==> config.mk <==
export PLATFORM = sky130hd
export DESIGN_NAME = bullet_pool
export DESIGN_NICKNAME = d
export VERILOG_FILES = /design/src/rtl/bullet_pkg.sv /design/src/rtl/bullet_slot.sv /design/src/rtl/bullet_pool.sv
export SDC_FILE = /design/constraint.sdc
export NUM_CORES = 1
export LEC_CHECK = 0
export BUFFER_PORTS_ARGS = -buffer_cell sky130_fd_sc_hd__buf_2
export CAP_MARGIN = 10
export CORE_MARGIN = 1.5
export CORE_UTILIZATION = 58
export DETAILED_ROUTE_END_ITERATION = 16
export GPL_TIMING_DRIVEN = 0
export PLACE_DENSITY_LB_ADDON = 0.1
export SYNTH_ARGS = -nofsm -noshare
export SYNTH_HDL_FRONTEND = slang
export SYNTH_SLANG_ARGS = --single-unit
export TNS_END_PERCENT = 5
==> constraint.sdc <==
create_clock -name frame_clk -period 2.75 [get_ports frame_clk]
set_input_delay 0.275 -clock frame_clk [delete_from_list [all_inputs] [get_ports frame_clk]]
set_output_delay 0.275 -clock frame_clk [all_outputs]
set_load 0.05 [all_outputs]
==> src/rtl/bullet_pkg.sv <==
// rtl/bullet_pkg.sv - shared types and screen bounds for the bullet pool
package bullet_pkg;

  typedef enum logic [1:0] {
    LEFT  = 2'b00,
    RIGHT = 2'b01,
    DOWN  = 2'b10,
    UP    = 2'b11
  } dir_t;

  typedef logic [9:0] coord_t;

  typedef enum logic {
    IDLE   = 1'b0,
    FLYING = 1'b1
  } slot_state_t;

  localparam int X_MIN_DEF = 1;
  localparam int X_MAX_DEF = 639;
  localparam int Y_MIN_DEF = 1;
  localparam int Y_MAX_DEF = 479;

endpackage

==> src/rtl/bullet_slot.sv <==
// rtl/bullet_slot.sv - one projectile slot: state, latched heading, position, edge retire
module bullet_slot
  import bullet_pkg::*;
#(
  parameter int STEP  = 8,
  parameter int SIZE  = 4,
  parameter int X_MIN = X_MIN_DEF,
  parameter int X_MAX = X_MAX_DEF,
  parameter int Y_MIN = Y_MIN_DEF,
  parameter int Y_MAX = Y_MAX_DEF
) (
  input  logic       frame_clk,
  input  logic       Reset_n,
  input  logic       launch,
  input  logic [1:0] direction,
  input  logic [9:0] home_x,
  input  logic [9:0] home_y,
  output logic       busy,
  output logic       busy_next,
  output logic [9:0] pos_x,
  output logic [9:0] pos_y
);

  localparam coord_t C_STEP  = coord_t'(STEP);
  localparam coord_t C_SIZE  = coord_t'(SIZE);
  localparam coord_t C_X_MAX = coord_t'(X_MAX);
  localparam coord_t C_Y_MAX = coord_t'(Y_MAX);
  // Low-side limits are folded into constants so the compare never subtracts from the position.
  localparam coord_t C_X_LO  = coord_t'(X_MIN + SIZE);
  localparam coord_t C_Y_LO  = coord_t'(Y_MIN + SIZE);

  slot_state_t state;
  slot_state_t state_next;
  dir_t        dir_q;
  logic        out_of_bounds;

  assign out_of_bounds = (pos_x + C_SIZE >= C_X_MAX) || (pos_x <= C_X_LO) ||
                         (pos_y + C_SIZE >= C_Y_MAX) || (pos_y <= C_Y_LO);

  // State register; reset aborts any flight immediately.
  always_ff @(posedge frame_clk or negedge Reset_n) begin
    if (!Reset_n) state <= IDLE;
    else          state <= state_next;
  end

  // Next state: launch takes an idle slot airborne, reaching an edge brings it home.
  always_comb begin
    state_next = state;
    case (state)
      IDLE:    if (launch)        state_next = FLYING;
      FLYING:  if (out_of_bounds) state_next = IDLE;
      default:                    state_next = IDLE;
    endcase
  end

  // Outputs: current occupancy, plus next occupancy so the pool can register its count in step.
  always_comb begin
    busy      = (state == FLYING);
    busy_next = (state_next == FLYING);
  end

  // Position datapath: idle slots shadow the player centre, flying slots step along the heading.
  always_ff @(posedge frame_clk or negedge Reset_n) begin
    if (!Reset_n) begin
      pos_x <= '0;
      pos_y <= '0;
      dir_q <= LEFT;
    end else if (state == FLYING && !out_of_bounds) begin
      case (dir_q)
        LEFT:  pos_x <= pos_x - C_STEP;
        RIGHT: pos_x <= pos_x + C_STEP;
        DOWN:  pos_y <= pos_y + C_STEP;
        UP:    pos_y <= pos_y - C_STEP;
      endcase
    end else begin
      pos_x <= home_x;
      pos_y <= home_y;
      if (state == IDLE && launch) dir_q <= dir_t'(direction);
    end
  end

endmodule

==> src/rtl/bullet_pool.sv <==
// rtl/bullet_pool.sv - multi-shot projectile pool with fire edge detect and launch cooldown
module bullet_pool
  import bullet_pkg::*;
#(
  parameter int         NUM_BULLETS = 4,
  parameter logic [7:0] FIRE_KEY    = 8'd88,
  parameter int         STEP        = 8,
  parameter int         SIZE        = 4,
  parameter int         COOLDOWN    = 6,
  parameter int         X_MIN       = X_MIN_DEF,
  parameter int         X_MAX       = X_MAX_DEF,
  parameter int         Y_MIN       = Y_MIN_DEF,
  parameter int         Y_MAX       = Y_MAX_DEF
) (
  input  logic                      frame_clk,
  input  logic                      Reset_n,
  input  logic [1:0]                direction,
  input  logic [7:0]                keycode,
  input  logic [9:0]                BallX,
  input  logic [9:0]                BallY,
  input  logic [9:0]                BallS,
  output logic [10*NUM_BULLETS-1:0] BulletX,
  output logic [10*NUM_BULLETS-1:0] BulletY,
  output logic [9:0]                BulletS,
  output logic [NUM_BULLETS-1:0]    bullet_on,
  output logic                      fire_event,
  output logic [3:0]                active_count
);

  logic                   key_now;
  logic                   key_prev;
  logic                   request;
  logic                   accept;
  logic                   any_idle;
  logic [7:0]             cooldown;
  logic [NUM_BULLETS-1:0] busy;
  logic [NUM_BULLETS-1:0] busy_next;
  logic [NUM_BULLETS-1:0] launch_sel;
  logic [NUM_BULLETS-1:0] launch;
  logic [3:0]             count_next;
  coord_t                 home_x;
  coord_t                 home_y;

  assign home_x  = BallX + BallS;
  assign home_y  = BallY + BallS;
  assign key_now = (keycode == FIRE_KEY);
  assign request = key_now & ~key_prev;
  // Requests that arrive while busy or cooling down are simply dropped.
  assign accept  = Reset_n & request & (cooldown == 8'd0) & any_idle;
  assign launch  = {NUM_BULLETS{accept}} & launch_sel;

  assign fire_event = accept;
  assign bullet_on  = busy;
  assign BulletS    = 10'(SIZE);

  // Key edge register so a held key fires only once.
  always_ff @(posedge frame_clk or negedge Reset_n) begin
    if (!Reset_n) key_prev <= 1'b0;
    else          key_prev <= key_now;
  end

  // Cooldown: reload on every accepted launch, otherwise count down to zero.
  always_ff @(posedge frame_clk or negedge Reset_n) begin
    if (!Reset_n)              cooldown <= 8'd0;
    else if (accept)           cooldown <= 8'(COOLDOWN);
    else if (cooldown != 8'd0) cooldown <= cooldown - 8'd1;
  end

  // Priority encoder: pick the lowest-index slot that is idle at the start of this frame.
  always_comb begin
    launch_sel = '0;
    any_idle   = 1'b0;
    for (int i = 0; i < NUM_BULLETS; i++) begin
      if (!busy[i] && !any_idle) begin
        launch_sel[i] = 1'b1;
        any_idle      = 1'b1;
      end
    end
  end

  // Popcount of the slots' next occupancy, so the registered count lines up with bullet_on.
  always_comb begin
    count_next = '0;
    for (int i = 0; i < NUM_BULLETS; i++) count_next = count_next + 4'(busy_next[i]);
  end

  // Registered active-slot count.
  always_ff @(posedge frame_clk or negedge Reset_n) begin
    if (!Reset_n) active_count <= 4'd0;
    else          active_count <= count_next;
  end

  for (genvar i = 0; i < NUM_BULLETS; i++) begin : g_slot
    bullet_slot #(
      .STEP  (STEP),
      .SIZE  (SIZE),
      .X_MIN (X_MIN),
      .X_MAX (X_MAX),
      .Y_MIN (Y_MIN),
      .Y_MAX (Y_MAX)
    ) u_slot (
      .frame_clk (frame_clk),
      .Reset_n   (Reset_n),
      .launch    (launch[i]),
      .direction (direction),
      .home_x    (home_x),
      .home_y    (home_y),
      .busy      (busy[i]),
      .busy_next (busy_next[i]),
      .pos_x     (BulletX[10*i +: 10]),
      .pos_y     (BulletY[10*i +: 10])
    );
  end

endmodule
==> results.md <==
* P&R area growth vs syn at 16.20%
* CP endpoint kind: flip-flop
* Maximum clock path buffer count at 2
* Rel. slew slack at 0.3309
* Die Area at 14560 µm²
* Failing checks: negative hold slack
* HPWL after detailed placement at roughly 16 mm
* RR Endpoint: active_count[1]
* Layout cells sized above 1 at 0.2652
* Tmin final at about 2.7 ns
* H-tree depth at 3
* FFs w/ async S/R, synth at 1.000
* Max Clk Rate at 366.8 MHz
* Routed Antenna Nets at 0
* Critical Path RT at between 2 and 3 ns
* Final Max Slew Viols at 0
* Fin area at about 9300 µm²
* Kind of critical path: reg2reg
* Crit path DAT at 2.97 ns
* Die X at about 120 µm
* Combinational power share at 0.465
* Worst-path clk slew at ~0.08 ns
* Flop pwr share at 0.345
* Vias after detailed routing at about 7000
* Vias in the first global route at between 6000 and 7000
* Power Density at 707.8 nW/µm²
* Mapped Area at around 8000 µm²
* Port bufs at roughly 130
* Avg WL per Cell at between 15 and 20 µm
* Slew @ Worst Pin at around 1 ns
* Diode count at 0
* Initial DRC Count at between 500 and 600
* Root Buffer: clkbuf_16
* Leak at 4.178 nW
* Post-layout nets at 1082
* Max_cap viols at 0
* Flop2flop setup slack at about 0.024 ns
* Worst path slowest cell: dfrtp_1
* Status: finished with violations
* Cts bufs inserted at 9
* R2R cell count at 9
* Number of synthesized flops with an enable pin at 0
* Yosys top cell by area: dfrtp_1
* Initial core utilization at 0.5993
* Final period util at 0.9913
* Rows at 42
* CTS tree: built
* Largest net degree at the start of global routing at 58
* Core area at between 10000 and 15000 µm²
* Clk Latency, worst-skew pair at 0.35 ns
* Clock Skew at between 0.009 and 0.01 ns
* Global placer's final weighted congestion at between 0.9 and 1
* All-Layer GR Usage at 0.3014
* Top cell type's share of synthesized area at 0.3241
* DP Worst Slack at -0.2691 ns
* Initial antenna violation count at 0
* Clock share of power at 0.189
* First-pass GRT wire length at about 34 mm
* Switching Power at a little over 0.003 W
* #FFs+latches synth at between 100 and 150
* Startpoint types: flip-flop
* RSZ-0062 raised after global routing: true
* Ys flop type: dfrtp_1
* Crit Path Max Fanout at 7
* Sw frac at 0.4681
* DRC viols at 0
* Mean Syn Cell Area at 9.865 µm²
* Number of detailed-route iterations in the first pass at 5
* Cell Chain, Critical Path: nor3_2 -> and4b_1 -> buf_4 -> nand4b_4 -> nor3b_4 -> or2_2 -> fa_1 -> ha_1 -> ha_1
* Vias per inst at between 6 and 7
* Die height at between 100 and 150 µm
* Boundary Pins at 141
* Hold slack at -0.007642 ns
* Synth top area cells: dfrtp_1, ha_1, mux2i_1, mux2_2, xnor2_1
* Max stage delay on crit path at approximately 0.43 ns
* Area post-placement at 8967 µm²
* Launching point of the worst reg2reg path: cooldown[3]
* # setup viols final at 0
* Internal at approximately 0.0035 W
* Post-synthesis sequential area ratio at 0.3241
* Post-Synthesis Cells at a little over 800
* Final worst setup slack at 0.02403 ns
* Synth warnings at 0
* GRT overflow at 0
* Post-Route WL at around 21 mm
* Hold Path Class: in2async
* CP most frequent cell: ha_1
* Clk sink count at around 100
* Hold violation total from the final report at 3
* Worst-case vdd ir drop at between 0.4 and 0.5 mV
* Post-synthesis cell type count at 60
[Yosys cell counts (20+ instances only)]
cell type	number
nor3_1	21
xor2_1	21
nand3_1	25
a211oi_1	20
mux2_2	45
a21oi_1	31
nor2_1	37
nand2_1	37
inv_1	34
dfrtp_1	104
a21o_1	30
mux2i_1	61
xnor2_1	28
ha_1	61
o21ai_0	38
[cells by family after synthesis]
logic type                 count (synthesis)  share of synthesized area
and+or+nand+nor                          228                     0.1642
AOI/OAI and AO/OA                        179                     0.1513
muxes                                    106                     0.1391
DFF                                      104                     0.3241
buffers and inverters                     74                    0.04441
adders and majority gates                 72                     0.1225
xor gates and xnor gates                  49                    0.05344
other                                      2                  0.0009352
[final cells by class]
type,instances,area (µm²)
plain buffers,39,242.7
clock buffers,9,225.2
clock inverters,7,61.31
fillers,1078,4069
inverters,35,131.4
multi-input cells,645,5132
flip-flops and latches,104,2613
well taps,176,220.2
repair buffers,134,705.7
[power groups by stage]
stage	logic, W	clock network [W]	registers (W)
3_3_place_gp	0.00296	0	0.00229
6_report	0.00307	0.00125	0.00228
4_1_cts	0.00304	0.00127	0.00227
3_5_place_dp	0.00303	0	0.00229
5_1_grt	0.00333	0.00133	0.00232
2_1_floorplan	0.00148	0	0.00300
[layer usage]
metal | GRT usage | part of all wire
met4 | 0.08750 | 0.024
met3 | 0.05142 | 0.058
met1 | 0.4211 | 0.45
met5 | 0 | 0
met2 | 0.4830 | 0.47
[sequential cells by signal, indices dropped and copies added (netlist names)]
signal	cells
active_count	3
cooldown	8
g_slot.u_slot.busy	4
g_slot.u_slot.dir_q	8
g_slot.u_slot.pos_x	40
g_slot.u_slot.pos_y	40
key_prev	1
[repair_timing]
| item | CTS | global route |
|---|---|---|
| hold buffers | 0 | 0 |
| hold endpoints to repair | 0 | 0 |
| endpoints found under the setup margin | 7 | 9 |
| pin swaps | 2 | 1 |
| resized for setup | 4 | 19 |
| buffers inserted | 0 | 4 |
[worst max-delay path, delay by kind of cell, from the launching register on]
| family | cells | cell delay [ns] |
|---|---|---|
| fa+ha+maj | 3 | 0.91 |
| buf+inv | 1 | 0.16 |
| flops | 1 | 0.43 |
| simple gates | 5 | 1.13 |
[worst max path at each step]
stage | startpoint | end | slack (ns) | depth (start not counted)
final | cooldown[3] | active_count[1] | 0.02 | 9
after global routing | cooldown[3] | active_count[1] | -0.08 | 9
after CTS | cooldown[0] | active_count[1] | -0.01 | 10
after detailed placement | g_slot[0].u_slot.dir_q[1] | g_slot[0].u_slot.pos_y[9] | -0.27 | 10
after global placement | Reset_n | active_count[1] | -1.44 | 7
after floorplan | g_slot[1].u_slot.pos_x[6] | active_count[1] | 0.01 | 9
[cell usage in the layout (no fill, tap or decap), types with 28 or more instances in the layout]
cell type  netlist  final
buf_2            9    135
dfrtp_1        104     96
mux2i_1         61     61
ha_1            61     60
mux2_2          45     45
o21ai_0         38     38
nor2_1          37     37
nand2_1         37     36
inv_1           34     33
a21oi_1         31     31
a21o_1          30     30
xnor2_1         28     28
[per-stage QoR]
stage / instances / total power (W) / utilization / TNS, ns
global route: 1149 / 0.006980 / 0.6964 / -0.08462
detailed placement: 1129 / 0.005321 / 0.6692 / -1.339
finish: 1149 / 0.006605 / 0.6964 / 0
CTS: 1145 / 0.006576 / 0.6909 / -0.01096
floorplan: 823 / 0.004485 / - / 0
global placement: 1128 / 0.005245 / 0.6669 / -14.96
Note: power is estimated with default switching activity, not from simulation.
